$ cat config.mk
export PLATFORM = sky130hd
export DESIGN_NAME = sa_tile_sequencer_flat
export DESIGN_NICKNAME = d
export VERILOG_FILES = /design/src/rtl/sa_pkg.sv /design/src/rtl/sa_tile_sequencer_if.sv /design/src/rtl/sa_lane_delay.sv /design/src/rtl/sa_tile_sequencer.sv /design/src/flat_wrapper.sv
export SDC_FILE = /design/constraint.sdc
export NUM_CORES = 1
export LEC_CHECK = 0
export ABC_AREA = 1
export BUFFER_PORTS_ARGS = -buffer_cell sky130_fd_sc_hd__buf_4
export CORE_AREA = 3 3 215 217
export DETAILED_ROUTE_END_ITERATION = 7
export DIE_AREA = 0 0 218 220
export MAX_ROUTING_LAYER = met4
export PLACE_DENSITY_LB_ADDON = 0.25
export SYNTH_ARGS = -nofsm -noshare
export SYNTH_HDL_FRONTEND = slang
export SYNTH_HIERARCHICAL = 1
export SYNTH_SLANG_ARGS = --single-unit
$ cat constraint.sdc
create_clock -name clk -period 5.9 [get_ports clk]
set_clock_uncertainty 0.05 [all_clocks]
set_input_delay 0.295 -clock clk [delete_from_list [all_inputs] [get_ports clk]]
set_output_delay 0.295 -clock clk [all_outputs]
set_load 0.03 [all_outputs]
$ cat src/rtl/sa_pkg.sv
// Shared types and defaults for the systolic-array tile sequencer.
package sa_pkg;

    localparam int PE_SIZE_DEF    = 4;
    localparam int DATA_WIDTH_DEF = 8;
    localparam int PSUM_WIDTH_DEF = 32;
    localparam int MAX_VEC_DEF    = 256;

    typedef enum logic [2:0] {
        ST_IDLE,
        ST_PRELOAD,
        ST_LOAD,
        ST_STREAM,
        ST_WAIT,
        ST_DONE
    } state_e;

    function automatic int cnt_w(input int max_vec);
        return $clog2(max_vec + 1);
    endfunction

endpackage

$ cat src/rtl/sa_tile_sequencer_if.sv
// Handshake, SA-side and result bundle of the tile sequencer; slave = sequencer, master = its environment.
interface sa_tile_sequencer_if #(
    parameter int PE_SIZE    = sa_pkg::PE_SIZE_DEF,
    parameter int DATA_WIDTH = sa_pkg::DATA_WIDTH_DEF,
    parameter int PSUM_WIDTH = sa_pkg::PSUM_WIDTH_DEF,
    parameter int MAX_VEC    = sa_pkg::MAX_VEC_DEF,
    parameter int CNT_W      = sa_pkg::cnt_w(MAX_VEC)
);
    logic                                  start_i;
    logic [CNT_W-1:0]                      num_vec_i;
    logic [PE_SIZE-1:0][DATA_WIDTH-1:0]    ifmap_i;
    logic                                  ifmap_valid_i;
    logic                                  ifmap_ready_o;
    logic [PE_SIZE-1:0][DATA_WIDTH-1:0]    w_vec_i;
    logic                                  w_valid_i;
    logic                                  w_ready_o;
    logic [PE_SIZE-1:0][DATA_WIDTH-1:0]    sa_ifmap_row_o;
    logic                                  sa_ifmap_preload_o;
    logic [PE_SIZE-1:0][DATA_WIDTH-1:0]    sa_weight_col_o;
    logic [PE_SIZE-1:0]                    sa_weight_en_col_o;
    logic [PE_SIZE-1:0][PSUM_WIDTH-1:0]    sa_psum_row_o;
    logic [PE_SIZE-1:0]                    sa_psum_en_row_o;
    logic [PE_SIZE-1:0][PSUM_WIDTH-1:0]    sa_psum_row_i;
    logic [PE_SIZE-1:0]                    sa_psum_en_row_i;
    logic [PE_SIZE-1:0][PSUM_WIDTH-1:0]    res_o;
    logic [PE_SIZE-1:0]                    res_en_o;
    logic                                  res_valid_o;
    logic                                  busy_o;
    logic                                  done_o;

    modport slave (
        input  start_i, num_vec_i, ifmap_i, ifmap_valid_i, w_vec_i, w_valid_i,
               sa_psum_row_i, sa_psum_en_row_i,
        output ifmap_ready_o, w_ready_o, sa_ifmap_row_o, sa_ifmap_preload_o,
               sa_weight_col_o, sa_weight_en_col_o, sa_psum_row_o, sa_psum_en_row_o,
               res_o, res_en_o, res_valid_o, busy_o, done_o
    );

    modport master (
        output start_i, num_vec_i, ifmap_i, ifmap_valid_i, w_vec_i, w_valid_i,
               sa_psum_row_i, sa_psum_en_row_i,
        input  ifmap_ready_o, w_ready_o, sa_ifmap_row_o, sa_ifmap_preload_o,
               sa_weight_col_o, sa_weight_en_col_o, sa_psum_row_o, sa_psum_en_row_o,
               res_o, res_en_o, res_valid_o, busy_o, done_o
    );

endinterface

$ cat src/rtl/sa_lane_delay.sv
// Per-lane DEPTH-stage delay line carrying a data word and its enable bit.
module sa_lane_delay #(
    parameter int W     = 8,
    parameter int DEPTH = 1
) (
    input  logic         clk,
    input  logic         rst_n,
    input  logic [W-1:0] i_data,
    input  logic         i_en,
    output logic [W-1:0] o_data,
    output logic         o_en
);
    logic [DEPTH-1:0][W-1:0] r_data;
    logic [DEPTH-1:0]        r_en;

    always_ff @(posedge clk) begin
        if (!rst_n) begin
            r_data <= '0;
            r_en   <= '0;
        end else begin
            r_data[0] <= i_data;
            r_en[0]   <= i_en;
            for (int s = 1; s < DEPTH; s++) begin
                r_data[s] <= r_data[s-1];
                r_en[s]   <= r_en[s-1];
            end
        end
    end

    assign o_data = r_data[DEPTH-1];
    assign o_en   = r_en[DEPTH-1];

endmodule

$ cat src/rtl/sa_tile_sequencer.sv
// Tile sequencer for one PE_SIZE x PE_SIZE systolic array: ifmap preload, skewed weight stream, result count.
// Optional SA_DESKEW_EN realigns SA psum lanes into whole result vectors.
module sa_tile_sequencer
    import sa_pkg::*;
#(
    parameter int PE_SIZE    = PE_SIZE_DEF,
    parameter int DATA_WIDTH = DATA_WIDTH_DEF,
    parameter int PSUM_WIDTH = PSUM_WIDTH_DEF,
    parameter int MAX_VEC    = MAX_VEC_DEF
) (
    input logic                clk,
    input logic                rst_n,
    sa_tile_sequencer_if.slave bus
);
    localparam int               CNT_W    = cnt_w(MAX_VEC);
    localparam int               ROW_W    = (PE_SIZE > 1) ? $clog2(PE_SIZE) : 1;
    localparam logic [CNT_W-1:0] MAX_C    = CNT_W'(MAX_VEC);
    localparam logic [ROW_W-1:0] ROW_LAST = ROW_W'(PE_SIZE - 1);

    state_e                             r_state;
    state_e                             w_state_nxt;
    logic [PE_SIZE-1:0][DATA_WIDTH-1:0] r_ifbuf [PE_SIZE];
    logic [ROW_W-1:0]                   r_row;
    logic [CNT_W-1:0]                   r_num;
    logic [CNT_W-1:0]                   r_acc;
    logic [CNT_W-1:0]                   r_res;
    logic [CNT_W-1:0]                   w_res_nxt;
    logic                               w_start_ok;
    logic                               w_if_hs;
    logic                               w_w_hs;
    logic                               w_res_hit;
    logic                               w_row_last;

    assign w_start_ok = bus.start_i && (bus.num_vec_i != '0) && (bus.num_vec_i <= MAX_C);
    assign w_if_hs    = (r_state == ST_PRELOAD) && bus.ifmap_valid_i;
    assign w_w_hs     = (r_state == ST_STREAM) && bus.w_valid_i;
    assign w_row_last = (r_row == ROW_LAST);
    // Lane 0 is the last lane to finish, so its enable marks one completed vector.
    assign w_res_hit  = bus.sa_psum_en_row_i[0] && ((r_state == ST_STREAM) || (r_state == ST_WAIT));
    assign w_res_nxt  = r_res + CNT_W'(w_res_hit);

    always_comb begin
        w_state_nxt = r_state;
        case (r_state)
            ST_IDLE:    if (w_start_ok) w_state_nxt = ST_PRELOAD;
            ST_PRELOAD: if (w_if_hs && w_row_last) w_state_nxt = ST_LOAD;
            ST_LOAD:    if (w_row_last) w_state_nxt = ST_STREAM;
            ST_STREAM:  if (w_w_hs && ((r_acc + CNT_W'(1)) == r_num)) w_state_nxt = ST_WAIT;
            ST_WAIT:    if (w_res_nxt == r_num) w_state_nxt = ST_DONE;
            ST_DONE:    w_state_nxt = ST_IDLE;
            default:    w_state_nxt = ST_IDLE;
        endcase
    end

    always_ff @(posedge clk) begin
        if (!rst_n) begin
            r_state <= ST_IDLE;
            r_row   <= '0;
            r_num   <= '0;
            r_acc   <= '0;
            r_res   <= '0;
            for (int k = 0; k < PE_SIZE; k++) r_ifbuf[k] <= '0;
        end else begin
            r_state <= w_state_nxt;
            if ((r_state == ST_IDLE) && w_start_ok) begin
                r_num <= bus.num_vec_i;
                r_acc <= '0;
                r_res <= '0;
                r_row <= '0;
            end
            // r_row is the write pointer while preloading and the read pointer while loading.
            if (w_if_hs) begin
                r_ifbuf[r_row] <= bus.ifmap_i;
                r_row          <= w_row_last ? '0 : r_row + ROW_W'(1);
            end
            if (r_state == ST_LOAD) r_row <= w_row_last ? '0 : r_row + ROW_W'(1);
            if (w_w_hs) r_acc <= r_acc + CNT_W'(1);
            if (w_res_hit) r_res <= w_res_nxt;
        end
    end

    assign bus.ifmap_ready_o      = (r_state == ST_PRELOAD);
    assign bus.w_ready_o          = (r_state == ST_STREAM);
    assign bus.sa_ifmap_row_o     = (r_state == ST_LOAD) ? r_ifbuf[r_row] : '0;
    assign bus.sa_ifmap_preload_o = (r_state == ST_LOAD) && (r_row == '0);
    assign bus.busy_o             = (r_state != ST_IDLE);
    assign bus.done_o             = (r_state == ST_DONE);
    assign bus.sa_psum_row_o      = '0;

    logic [PE_SIZE-1:0][DATA_WIDTH-1:0] w_wcol;
    logic [PE_SIZE-1:0]                 w_wen;
    logic [PE_SIZE-1:0][PSUM_WIDTH-1:0] w_res;
    logic [PE_SIZE-1:0]                 w_res_en;

    // Lane PE_SIZE-1 leads with one stage; lane j trails with PE_SIZE-j stages.
    for (genvar j = 0; j < PE_SIZE; j++) begin : g_skew
        sa_lane_delay #(.W(DATA_WIDTH), .DEPTH(PE_SIZE - j)) u_skew (
            .clk    (clk),
            .rst_n  (rst_n),
            .i_data (w_w_hs ? bus.w_vec_i[j] : '0),
            .i_en   (w_w_hs),
            .o_data (w_wcol[j]),
            .o_en   (w_wen[j])
        );
    end

    assign bus.sa_weight_col_o    = w_wcol;
    assign bus.sa_weight_en_col_o = w_wen;
    assign bus.sa_psum_en_row_o   = w_wen;

`ifdef SA_DESKEW_EN
    for (genvar j = 0; j < PE_SIZE; j++) begin : g_dsk
        sa_lane_delay #(.W(PSUM_WIDTH), .DEPTH(j + 1)) u_dsk (
            .clk    (clk),
            .rst_n  (rst_n),
            .i_data (bus.sa_psum_row_i[j]),
            .i_en   (bus.sa_psum_en_row_i[j]),
            .o_data (w_res[j]),
            .o_en   (w_res_en[j])
        );
    end
    assign bus.res_valid_o = w_res_en[0];
`else
    for (genvar j = 0; j < PE_SIZE; j++) begin : g_dsk
        sa_lane_delay #(.W(PSUM_WIDTH), .DEPTH(1)) u_dsk (
            .clk    (clk),
            .rst_n  (rst_n),
            .i_data (bus.sa_psum_row_i[j]),
            .i_en   (bus.sa_psum_en_row_i[j]),
            .o_data (w_res[j]),
            .o_en   (w_res_en[j])
        );
    end
    assign bus.res_valid_o = |w_res_en;
`endif

    assign bus.res_o    = w_res;
    assign bus.res_en_o = w_res_en;

endmodule

$ cat src/flat_wrapper.sv
// flat-port wrapper written by rule: the top's interface ports become plain ports
module sa_tile_sequencer_flat import sa_pkg::*;
#(
    parameter int PE_SIZE    = PE_SIZE_DEF,
    parameter int DATA_WIDTH = DATA_WIDTH_DEF,
    parameter int PSUM_WIDTH = PSUM_WIDTH_DEF,
    parameter int MAX_VEC    = MAX_VEC_DEF
)
  (clk, rst_n, bus_start_i, bus_num_vec_i, bus_ifmap_i, bus_ifmap_valid_i, bus_w_vec_i, bus_w_valid_i, bus_sa_psum_row_i, bus_sa_psum_en_row_i, bus_ifmap_ready_o, bus_w_ready_o, bus_sa_ifmap_row_o, bus_sa_ifmap_preload_o, bus_sa_weight_col_o, bus_sa_weight_en_col_o, bus_sa_psum_row_o, bus_sa_psum_en_row_o, bus_res_o, bus_res_en_o, bus_res_valid_o, bus_busy_o, bus_done_o);
  sa_tile_sequencer_if #(.PE_SIZE(PE_SIZE), .DATA_WIDTH(DATA_WIDTH), .PSUM_WIDTH(PSUM_WIDTH), .MAX_VEC(MAX_VEC)) bus_i ();
  input logic clk;
  input logic rst_n;
  input wire logic [$bits(bus_i.start_i)-1:0] bus_start_i;
  input wire logic [$bits(bus_i.num_vec_i)-1:0] bus_num_vec_i;
  input wire logic [$bits(bus_i.ifmap_i)-1:0] bus_ifmap_i;
  input wire logic [$bits(bus_i.ifmap_valid_i)-1:0] bus_ifmap_valid_i;
  input wire logic [$bits(bus_i.w_vec_i)-1:0] bus_w_vec_i;
  input wire logic [$bits(bus_i.w_valid_i)-1:0] bus_w_valid_i;
  input wire logic [$bits(bus_i.sa_psum_row_i)-1:0] bus_sa_psum_row_i;
  input wire logic [$bits(bus_i.sa_psum_en_row_i)-1:0] bus_sa_psum_en_row_i;
  output wire logic [$bits(bus_i.ifmap_ready_o)-1:0] bus_ifmap_ready_o;
  output wire logic [$bits(bus_i.w_ready_o)-1:0] bus_w_ready_o;
  output wire logic [$bits(bus_i.sa_ifmap_row_o)-1:0] bus_sa_ifmap_row_o;
  output wire logic [$bits(bus_i.sa_ifmap_preload_o)-1:0] bus_sa_ifmap_preload_o;
  output wire logic [$bits(bus_i.sa_weight_col_o)-1:0] bus_sa_weight_col_o;
  output wire logic [$bits(bus_i.sa_weight_en_col_o)-1:0] bus_sa_weight_en_col_o;
  output wire logic [$bits(bus_i.sa_psum_row_o)-1:0] bus_sa_psum_row_o;
  output wire logic [$bits(bus_i.sa_psum_en_row_o)-1:0] bus_sa_psum_en_row_o;
  output wire logic [$bits(bus_i.res_o)-1:0] bus_res_o;
  output wire logic [$bits(bus_i.res_en_o)-1:0] bus_res_en_o;
  output wire logic [$bits(bus_i.res_valid_o)-1:0] bus_res_valid_o;
  output wire logic [$bits(bus_i.busy_o)-1:0] bus_busy_o;
  output wire logic [$bits(bus_i.done_o)-1:0] bus_done_o;
  assign bus_i.start_i = bus_start_i;
  assign bus_i.num_vec_i = bus_num_vec_i;
  assign bus_i.ifmap_i = bus_ifmap_i;
  assign bus_i.ifmap_valid_i = bus_ifmap_valid_i;
  assign bus_i.w_vec_i = bus_w_vec_i;
  assign bus_i.w_valid_i = bus_w_valid_i;
  assign bus_i.sa_psum_row_i = bus_sa_psum_row_i;
  assign bus_i.sa_psum_en_row_i = bus_sa_psum_en_row_i;
  assign bus_ifmap_ready_o = bus_i.ifmap_ready_o;
  assign bus_w_ready_o = bus_i.w_ready_o;
  assign bus_sa_ifmap_row_o = bus_i.sa_ifmap_row_o;
  assign bus_sa_ifmap_preload_o = bus_i.sa_ifmap_preload_o;
  assign bus_sa_weight_col_o = bus_i.sa_weight_col_o;
  assign bus_sa_weight_en_col_o = bus_i.sa_weight_en_col_o;
  assign bus_sa_psum_row_o = bus_i.sa_psum_row_o;
  assign bus_sa_psum_en_row_o = bus_i.sa_psum_en_row_o;
  assign bus_res_o = bus_i.res_o;
  assign bus_res_en_o = bus_i.res_en_o;
  assign bus_res_valid_o = bus_i.res_valid_o;
  assign bus_busy_o = bus_i.busy_o;
  assign bus_done_o = bus_i.done_o;
  sa_tile_sequencer #(.PE_SIZE(PE_SIZE), .DATA_WIDTH(DATA_WIDTH), .PSUM_WIDTH(PSUM_WIDTH), .MAX_VEC(MAX_VEC)) u_core (.clk(clk), .rst_n(rst_n), .bus(bus_i));
endmodule
==> flow_metrics.tcl <==
set metrics [dict create \
    critPathSlowestCell "nand2_1" \
    via_per_inst 4.200 \
    async_flop_share 0 \
    die_area_sq_um 47960 \
    setup_viol 0 \
    ys_ff_latch 384 \
    drive_gt1_frac 0.2238 \
    end_kind "flop" \
    io_buffers 419 \
    crit_top_cell "nand2_1" \
    start_util 0.3546 \
    relSlewSlack 0.1785 \
    internal_power_w 0.004866 \
    worst_pin_slew_ns 1.228 \
    syn2layout_area_growth_pct 37.02 \
    ios 548 \
    finalHoldViolCount 0 \
    seqPwrFrac 0.423 \
    fin_ws_ns 1.904 \
    synth_top_cell_area_share 0.3261 \
    switchingPower_w 0.002100 \
    swShare 0.3015 \
    grt_max_degree 100 \
    htreeDepth 2 \
    layout.nets 2579 \
    pre_cts_ws_ns 1.837 \
    cts_buffers 42 \
    crit_path_start "u_core/r_state[0]" \
    clock-root-buffer "clkbuf_16" \
    leakagePower_nw 11.29 \
    finalMaxSlewViolations 0 \
    clkLatencyLatePin_ns 0.56 \
    ys_types 37 \
    synth_area_leaders "dfxtp_1 33%, edfxtp_1 24%, inv_1 8.0%" \
    critPathKind "flop to flop" \
    dp_hpwl_microns 28870 \
    yosysSeqAreaShare 0.5707 \
    fmax_mhz 250.2 \
    setup_tns_ns 0 \
    antenna_found_initial 2 \
    arrival_ns 4.23 \
    ant_nets 0 \
    dr.pass1.iters 5 \
    syn_area_sq_um 15720 \
    drc 0 \
    yosysTopAreaCell "dfxtp_1" \
    power_density_nw_per_um2 323.5 \
    clkTransAtPathRegs_ns 0.06 \
    cts_setup_buffers 0 \
    routed_wl_microns 42850 \
    crit_chain "inv_1, nor3_2, nand2_1, inv_1, nand2_2, buf_4, nor2_1, nand2_1, nand2_1, buf_4" \
    peakVddDrop_mv 0.2037 \
    holdWs_ns 0.04651 \
    die_w_microns 218 \
    status "finished clean" \
    clkPwrFrac 0.361 \
    num_rows 77 \
    synth_common_cells "333 x inv_1, 298 x nand2_1, 293 x nor2_1" \
    yosysWarnings 6 \
    avgRoutedWirePerCell_microns 14.37 \
    gp_congestion 0.8360 \
    post-route-period-util 0.6773 \
    p_comb_frac 0.216 \
    dieHeight_microns 220 \
    synth.avg_cell_area_sq_um 8.654 \
    yosysMostFrequentCell "inv_1" \
    cp.required_ns 6.14 \
    crit_fanout 65 \
    max_cap_viol_count 0 \
    synth_edf_count 128 \
    core-area_sq_um 44320 \
    synth_top_flop_cell "dfxtp_1" \
    grt_first_pass_wirelength_microns 65500 \
    cp_slowest_stage_delay_ns 0.83 \
    cts_tree "done" \
    cts_sinks 384 \
    r2r-start "u_core/r_state[0]" \
    crit_buf_inv 4 \
    syn_inst 1816 \
    overflow 0 \
    crit_family "simple AND/OR/NAND/NOR gates" \
    rsz0062_at_grt "no" \
    min_path_type "input port to flop" \
    drt_iter0_markers 642 \
    finalPower_w 0.006966 \
    fin_crit_ns 3.996 \
    critPathLaunchType "flop" \
    cts_buffer_depth 3 \
    grt.total_usage 0.1772 \
    cts_resized 0 \
    vias 12530 \
    grt_pass1_vias 12520 \
    min-delay-start "bus_ifmap_i[3]" \
]
==> final timing paths <==
check,to,slack [ns],cells past startpoint
worst max register to register,u_core/r_ifbuf[2][25],1.90,10
worst max-delay path,u_core/r_ifbuf[2][25],1.90,10
worst min register to register,u_core/g_skew[1].u_skew/r_en[2],0.36,2
worst min-delay path,u_core/r_ifbuf[2][3],0.05,3
==> flip-flops by register name, indices dropped and copies added (netlist names), 9 cells and up, named ones only <==
name,cells
u_core/g_skew.u_skew/r_en,9
u_core/g_skew.u_skew/r_data,48
u_core/r_num,9
u_core/r_ifbuf,128
u_core/r_acc,9
u_core/r_res,9
u_core/g_skew.u_skew/o_data,32
u_core/g_dsk.u_dsk/o_data,128
==> repair_timing <==
action                                 in CTS  in global routing
hold buffers                              172                  0
endpoints found under the hold margin     172                  0
setup endpoints to repair                   0                  0
==> kinds of logic after synthesis <==
group,after synthesis,share of synthesized area
other cells,1,0.0002386
buf+inv,566,0.1902
simple gates,709,0.1834
xor+xnor,5,0.002787
flops,384,0.5707
fa+ha+maj,6,0.004777
compound gates,145,0.04793
==> through the flow <==
| step | cells | utilization | instance area [sq um] |
|---|---|---|---|
| floorplan | 1943 | - | 16190 |
| global placement | 2739 | 0.4173 | 18490 |
| detailed placement | 2739 | 0.4173 | 18490 |
| CTS | 2982 | 0.4859 | 21530 |
| global route | 2983 | 0.4859 | 21530 |
| finish | 2983 | 0.4859 | 21530 |
==> power groups by stage <==
| stage | registers [W] | logic (W) | clock network (W) |
|---|---|---|---|
| after floorplan | 0.00309 | 0.000900 | 0 |
| after global placement | 0.00300 | 0.00140 | 0 |
| after detailed placement | 0.00300 | 0.00141 | 0 |
| after CTS | 0.00295 | 0.00151 | 0.00261 |
| after global routing | 0.00296 | 0.00166 | 0.00270 |
| final | 0.00295 | 0.00150 | 0.00252 |
==> placed cells by master, fill, tap and decap left out, drive strengths merged, types with 3 or more instances in the layout <==
master       Yosys  layout
inv            335     337
dfxtp          256     256
buf            202     433
conb             1     128
ha               6       6
nor2           299     299
edfxtp         128     128
a21oi           58      58
clkbuf          27      55
nand2          321     321
clkinv           2      13
nor3            35      35
o21ai           79      79
xor2             3       3
o21bai           3       3
dlygate4sd3      0     172
nand4            8       8
nand3           43      43
==> area by class of cell <==
| type | instances | area (sq um) |
|---|---|---|
| Clock buffer | 55 | 1162 |
| Inverter | 337 | 1265 |
| Fill cell | 4183 | 22780 |
| Antenna cell | 1 | 2.502 |
| Sequential cell | 384 | 8970 |
| Timing Repair Buffer | 605 | 4976 |
| Multi-Input combinational cell | 993 | 4263 |
| Tap cell | 592 | 740.7 |
| Clock inverter | 16 | 155.1 |
==> worst min-delay path: cells and delay by family <==
kind / cells / cell delay [ns]
AND/OR/NAND/NOR: 1 / 0.10
buffers and inverters: 2 / 0.14
==> per-layer routing <==
metal  part of all wire  up-vias  track usage
met5                  0        -            -
met4              0.025        0      0.06110
met3              0.062       78      0.03999
met2               0.51      343       0.3043
met1               0.40     5833       0.2052
li1                   -     6275            -
No activity file was read; power rests on OpenSTA's default activity.
